**config.mk**
```make
export PLATFORM = sky130hd
export DESIGN_NAME = pr_ctx
export DESIGN_NICKNAME = d
export VERILOG_FILES = /design/src/rtl/pr_ctx.sv
export SDC_FILE = /design/constraint.sdc
export NUM_CORES = 1
export LEC_CHECK = 0
export BUFFER_PORTS_ARGS = -buffer_cell sky130_fd_sc_hd__buf_2
export CORE_ASPECT_RATIO = 1.75
export CORE_MARGIN = 3
export CORE_UTILIZATION = 45
export DETAILED_ROUTE_END_ITERATION = 12
export PLACE_DENSITY = 0.74
export SKIP_CTS_REPAIR_TIMING = 1
export SLEW_MARGIN = 20
export SYNTH_ARGS = -nofsm -noshare
export SYNTH_HDL_FRONTEND = slang
export SYNTH_SLANG_ARGS = --single-unit
export TNS_END_PERCENT = 1
```
**constraint.sdc**
```tcl
create_clock -name clk_sys -period 4.9 [get_ports clk_sys]
set_input_delay 0.98 -clock clk_sys [delete_from_list [all_inputs] [get_ports clk_sys]]
set_output_delay 0.98 -clock clk_sys [all_outputs]
set_load 0.02 [all_outputs]
```
**src/rtl/pr_ctx.sv**
```systemverilog
`timescale 1ns/1ps
// -----------------------------------------------------------------------------
// pr_ctx -- multi-bank P-R register unit with save/restore sequencer
//
// Holds NCTX banks of NREGS registers, WIDTH bits each. Register 0 of every
// bank is the flag register R0. One bank is active at a time. The CPU reads
// it on bus L and writes it from bus W. A small sequencer can spill the active
// bank to system memory, or fill it from memory, over a req/ack handshake.
//
// Ports
//   clk_sys      system clock
//   clm          master clear, synchronous, active-high
//   w/addr/we    write w into register addr of the active bank
//   blr          forces bus L to zero
//   l            active bank[addr], combinational
//   r0           R0 of the active bank
//   flag_we      masked R0 update: R0 = (R0 & ~flag_mask) | (flag_val & flag_mask)
//   ctx_we       load the active bank number from ctx_in
//   ctx          active bank number
//   cmd_save     spill the active bank to memory at base..base+NREGS-1
//   cmd_restore  fill the active bank from memory at base..base+NREGS-1
//   busy/done    sequencer running / one-cycle end-of-sequence pulse
//   mem_*        memory request port (mem_we=1 for save, 0 for restore)
// -----------------------------------------------------------------------------
module pr_ctx #(
  parameter int WIDTH = 16,
  parameter int NREGS = 8,
  parameter int NCTX  = 4,
  parameter int AW    = 16,
  localparam int RW   = $clog2(NREGS),
  localparam int CW   = (NCTX > 1) ? $clog2(NCTX) : 1
) (
  input  logic             clk_sys,
  input  logic             clm,
  input  logic [WIDTH-1:0] w,
  input  logic [RW-1:0]    addr,
  input  logic             we,
  input  logic             blr,
  output logic [WIDTH-1:0] l,
  output logic [WIDTH-1:0] r0,
  input  logic             flag_we,
  input  logic [WIDTH-1:0] flag_mask,
  input  logic [WIDTH-1:0] flag_val,
  input  logic             ctx_we,
  input  logic [CW-1:0]    ctx_in,
  output logic [CW-1:0]    ctx,
  input  logic             cmd_save,
  input  logic             cmd_restore,
  input  logic [AW-1:0]    base,
  output logic             busy,
  output logic             done,
  output logic             mem_req,
  output logic             mem_we,
  output logic [AW-1:0]    mem_addr,
  output logic [WIDTH-1:0] mem_wdata,
  input  logic [WIDTH-1:0] mem_rdata,
  input  logic             mem_ack
);

  typedef enum logic [1:0] {
    ST_IDLE,
    ST_SAVE,
    ST_RESTORE,
    ST_DONE
  } state_t;

  state_t           state;
  logic [WIDTH-1:0] bank [NCTX][NREGS];
  logic [RW-1:0]    idx;
  logic [WIDTH-1:0] flag_merge;

  // Read side: everything the datapath sees is taken straight from the
  // active bank, so a bank switch shows up the cycle after ctx_we.
  // mem_wdata can be combinational because nothing writes the bank while a
  // save is running, so it is stable through memory wait states.
  assign l          = blr ? '0 : bank[ctx][addr];
  assign r0         = bank[ctx][0];
  assign mem_wdata  = bank[ctx][idx];
  assign flag_merge = (bank[ctx][0] & ~flag_mask) | (flag_val & flag_mask);

  // Storage, bank select and sequencer share one clocked block so that the
  // register array has a single writer. In IDLE the CPU owns the bank; in
  // SAVE/RESTORE only the sequencer may touch it. A full write to R0 beats a
  // same-cycle flag update. mem_addr is kept as a running base+index so it
  // wraps naturally at 2^AW. The sequence works on the post-edge ctx, since a
  // command issued together with ctx_we starts with the new bank already
  // selected.
  always_ff @(posedge clk_sys) begin
    if (clm) begin
      for (int b = 0; b < NCTX; b++) begin
        for (int r = 0; r < NREGS; r++) begin
          bank[b][r] <= '0;
        end
      end
      ctx      <= '0;
      state    <= ST_IDLE;
      idx      <= '0;
      busy     <= 1'b0;
      done     <= 1'b0;
      mem_req  <= 1'b0;
      mem_we   <= 1'b0;
      mem_addr <= '0;
    end else begin
      case (state)
        ST_IDLE: begin
          if (flag_we && !(we && addr == '0)) begin
            bank[ctx][0] <= flag_merge;
          end
          if (we) begin
            bank[ctx][addr] <= w;
          end
          if (ctx_we) begin
            ctx <= ctx_in;
          end
          if (cmd_save || cmd_restore) begin
            state    <= cmd_save ? ST_SAVE : ST_RESTORE;
            idx      <= '0;
            mem_addr <= base;
            busy     <= 1'b1;
            mem_req  <= 1'b1;
            mem_we   <= cmd_save;
          end
        end

        ST_SAVE, ST_RESTORE: begin
          if (mem_ack) begin
            if (state == ST_RESTORE) begin
              bank[ctx][idx] <= mem_rdata;
            end
            if (idx == RW'(NREGS - 1)) begin
              state   <= ST_DONE;
              busy    <= 1'b0;
              mem_req <= 1'b0;
              mem_we  <= 1'b0;
              done    <= 1'b1;
            end else begin
              idx      <= idx + RW'(1);
              mem_addr <= mem_addr + AW'(1);
            end
          end
        end

        ST_DONE: begin
          done  <= 1'b0;
          state <= ST_IDLE;
        end

        default: begin
          state <= ST_IDLE;
        end
      endcase
    end
  end

endmodule

```
**Word level (Yosys, flattened, before mapping)**

Memories as Yosys holds them, arrays and structs flattened. A register that Yosys moved wholly into a read port is not among the register bits.
Index checks and enable logic that the tools add are counted.

- Reductions and logical operators: 17
- Muxes and demuxes: 197
- Add/sub/neg operators: 2
- Bitwise logic cells: 150
- $lt $le $gt $ge: 4
- Equal/unequal tests: 8

Operator list:

| operator | count |
|---|---|
| two-way mux 128 bit | 4 |
| two-way mux 1 bit | 163 |
| two-way mux 16 bit | 10 |
| bitwise OR 1 bit | 144 |
| OR reduction 128 bit | 1 |
| binary-select mux 16 bit (select 3 bit) | 2 |
| demux 16 bit (select 3 bit) | 2 |
| AND 16 bit | 2 |
| one-hot mux 16 bit (2 select lines) | 1 |
| adder 16 x 1 -> 16 bit, second input constant | 1 |
| inverter 16 bit | 1 |
| bitwise OR 16 bit | 1 |
| two-way mux 2 bit | 7 |
| two-way mux 3 bit | 3 |
| greater-or-equal comparator 4 bit, second input constant | 2 |
| less-than comparator 4 x 1 -> 1 bit, second input constant | 2 |
| != test 2 bit, second input constant | 4 |
| inverter 3 -> 4 bit | 2 |
| AND reduction 4 bit | 2 |
| one-hot mux 1 bit (2 select lines) | 3 |
| one-hot mux 2 bit (3 select lines) | 1 |
| one-hot mux 3 bit (2 select lines) | 1 |
| AND reduction 3 bit | 2 |
| == test 2 bit, second input constant | 2 |
| other kinds (11) | 15 |

- Memories: 1
- Register bits: 26
- Output and inout bits: 70
- Word-level logic and storage cells: 386
- Memory bits (writable): 512
- Input bits: 94

Memories:

| name | words | bits a word | read ports | clocked after Yosys merged registers in | write ports | line | text |
|---|---|---|---|---|---|---|---|
| bank | 4 | 128 | 1 | 1 | 4 | 68 | `logic [WIDTH-1:0] bank [NCTX][NREGS];` |

**Depth between registers and ports, before layout**

- Word-level depth: 12
- Depth in mapped cells: 9
- Mapped depth without buffers: 7

**Worst setup path before layout**

Ideal clock, no wire load.

- Path type: in2out
- Start point: input addr[0]
- End point: output l[8]
- Setup slack: 1375 ps
- Arrival: 2545 ps
- Cell stages on the path: 7
- Cells stage by stage: buf_2 > or4b_1 > clkbuf_1 > buf_2 > o22ai_1 > nor3_1 > a31oi_1

- Longest elaborated chain between the ends: 5

Ends and longest elaborated chain:

| what | line | text |
|---|---|---|
| start, declared | 36 | `input logic [RW-1:0] addr,` |
| inverter 3 -> 4 bit (implied by the code) | 76 | `assign l = blr ? '0 : bank[ctx][addr];` |
| binary-select mux 16 bit (select 3 bit) | 76 |  |
| two-way mux 16 bit (implied by the code) (2 in a row) | 76 |  |
| two-way mux 16 bit | 76 |  |
| end, declared | 39 | `output logic [WIDTH-1:0] l,` |

No other way between the ends. The select of a mux whose other input is x is not followed.

==> results.py <==
metrics = {
    "floorplan": {
        "rows": 120,
        "ioPinCount": 164,
        "die_h_microns": 336,
        "core_sq_um": 61400,
        "start_util_pct": 45.6,
        "die_x_microns": 195,
        "dieArea_sq_um": 65300,
    },
    "finish": {
        "final_core_util_pct": 50.9,
        "fin_area_sq_um": 31200,
        "nFillCells": 5245,
        "seqCellArea_sq_um": 15900,
        "multiInputGateArea_sq_um": 11200,
        "drive_gt1_share_pct": 16.5,
        "nets": 2644,
        "syn_to_final_growth_pct": 11.6,
        "layout.cells.non_filler": 3380,
    },
    "power_and_ir_drop": {
        "p_per_area_nw_per_um2": 412,
        "combPwrFrac_pct": 28.8,
        "power_frac_seq_pct": 43.4,
        "power.total_mw": 12.9,
        "ir_worst_vdd_mv": 0.641,
        "switching_share_pct": 35.4,
        "p_int_mw": 8.31,
        "p_clk_share_pct": 27.9,
        "p_leak_nw": 11.4,
        "netSwitchingPower_mw": 4.56,
    },
    "synthesis": {
        "syn-num-nets": 2515,
        "synth_top_area_share_pct": 54.9,
        "synth-async-reset-ratio_pct": 0,
        "yosysTopAreaCell": "edfxtp_1",
        "avgSynthCellArea_sq_um": 11.6,
        "synth_seq_cells": 540,
        "ys_types": 74,
        "synth_cells": 2414,
        "syn-cell-area_sq_um": 28000,
        "ys_top_cells_by_area": "edfxtp_1, mux2i_1, nor2_1",
        "synth_flop_cell": "edfxtp_1",
        "synth_edf_count": 512,
        "ys_seq_area_share_pct": 56.9,
        "yosys_warnings": 0,
    },
    "global_routing": {
        "grt_pass1_wl_microns": 171000,
        "track_usage_pct": 37.7,
        "grt_max_degree": 60,
        "overflow": 0,
        "antenna_found_initial": 9,
        "grt_pass1_vias": 21800,
    },
    "timing": {
        "finalSetupTns_ns": 0,
        "hold_ws_ns": 0.478,
        "fmax_mhz": 206,
        "finalCritPeriodShare_pct": 99.3,
        "fin_crit_ns": 4.87,
        "worstMarginPinSlew_ns": 1.22,
        "setup_violations": 0,
        "skew_ns": 0.0119,
        "rsz0062_at_grt": "no",
        "setup_ws_ns": 0.0350,
        "slew_headroom_pct": 16.3,
        "hold_viol_final": 0,
        "drv_slew": 0,
    },
    "clock_tree": {
        "htree_num_levels": 2,
        "cts_tree": "built",
        "root_buffer": "clkbuf_16",
        "clock_path_buffers": 3,
        "path_clk_slew_ns": 0.07,
        "clk_latency_ns": 0.59,
        "numCtsBuffers": 47,
        "numClockSinks": 540,
    },
    "run": {
        "max_cap_violations": 0,
    },
    "routing": {
        "wl_microns": 126000,
        "avgRoutedWirePerCell_microns": 37.2,
        "ant_nets": 0,
        "drc": 0,
        "firstDrtPassIters": 6,
        "viasPerCell": 6.70,
        "vias": 22700,
        "drtIter0Drc": 3416,
    },
    "placed_design": {
        "dp_slack_ns": 0.661,
        "dp_cells": 3285,
        "placed_area_sq_um": 29800,
        "placement.io_buffers": 163,
        "place_congestion": 1.15,
        "dpl.hpwl_microns": 90600,
    },
    "critical_path": {
        "worst_ep_arrival_time_ns": 3.89,
        "crit_path_end_kind": "primary output",
        "path_max_fanout": 36,
        "crit_type": "reg -> out",
        "crit_path_start_kind": "flip-flop",
        "cp_data_required_time_ns": 3.92,
    },
    "hold_path": {
        "hold_path_class": "reg -> reg",
    },
    "outcome": {
        "status": "completed",
    },
}
-- cell families (layout without fill, tap and decap cells) --
family / Yosys count / in the layout / share of synthesized area, %
other cells: 0 / 8 / 0
simple gates: 914 / 914 / 14.2
compound gates: 333 / 333 / 9.05
mux: 434 / 434 / 16.4
buf+inv: 186 / 351 / 3.13
flops: 540 / 540 / 56.9
fa+ha+maj: 7 / 7 / 0.313
-- cell usage after synthesis (all sizes together), types with 3 or more instances --
library cell    n
a211oi         19
a21o            4
a21oi          18
a22oi           9
a2bb2oi        16
a311oi          4
a31oi          16
a32oi          63
and2            6
and3            3
buf            89
clkbuf         92
dfxtp          28
edfxtp        512
ha              7
inv             4
mux2i         418
mux4           16
nand2         180
nand2b         42
nand3          10
nand3b          3
nand4          20
nand4b          5
nand4bb         4
nor2          578
nor2b          24
nor3           16
nor4            9
o21ai          33
o221ai          9
o22a            9
o22ai         113
o31ai           6
or3             4
-- layer usage --
layer  routed length [microns]  vias to the layer above  track usage (%)
met1                     39300                    11100             41.7
met3                     13700                      552             8.89
met5                         0                        -                0
li1                          -                     9225                -
met4                     16400                        0             37.1
met2                     56300                     1759             58.8
-- registers in the layout, summed over array words and instances (netlist names), named ones only --
name	flops
ctx	2
done	1
idx	3
mem_addr	16
mem_we	1
mem_req	1
state	2
bank	512
-- worst max-delay path, cell delays in order (launching register included) --
cell	delay [ns]
dfxtp_4	0.87
buf_12	0.31
mux2i_1	1.01
o22ai_1	0.14
nor4_1	0.37
a31oi_1	0.27
buf_2	0.24
-- power by group through the flow --
stage	Combinational, mW	Sequential (mW)	Clock, mW
global route	3.77	5.62	3.75
detailed placement	3.55	5.67	0
global placement	3.51	5.65	0
CTS	3.56	5.58	3.57
floorplan	2.03	5.64	0
finish	3.70	5.58	3.59
-- cell type report --
type                            count  share of cell area [%]
Tap cell                          793                    3.18
Clock buffer                       54                    3.85
Timing Repair Buffer              261                    5.22
Inverter                            5                  0.0681
Sequential cell                   540                    51.0
Multi-Input combinational cell   1688                    35.9
Antenna cell                        8                  0.0641
Clock inverter                     31                   0.673
-- final timing paths --
check            start      endpoint  slack, ns  cells past startpoint
max          flip-flop          l[7]       0.03                      6
min             mem_we        mem_we       0.48                      2
max reg2reg   state[0]  bank[2][111]       1.48                      8
min reg2reg     mem_we        mem_we       0.48                      2
-- cell usage in the layout, fill, tap and decap left out, types with 15 or more instances in the layout --
cell type,count
a2bb2oi_2,15
buf_2,163
edfxtp_1,512
a31oi_1,16
mux2i_1,404
nand2_1,166
dfxtp_1,26
clkbuf_16,47
o21ai_0,25
a21oi_1,18
nand4_1,20
o22ai_1,113
nor2_1,573
nor2b_1,21
nand2b_1,40
a211oi_2,15
buf_4,90
mux4_2,16
a32oi_1,63
Power figures use the tool's default switching activity.
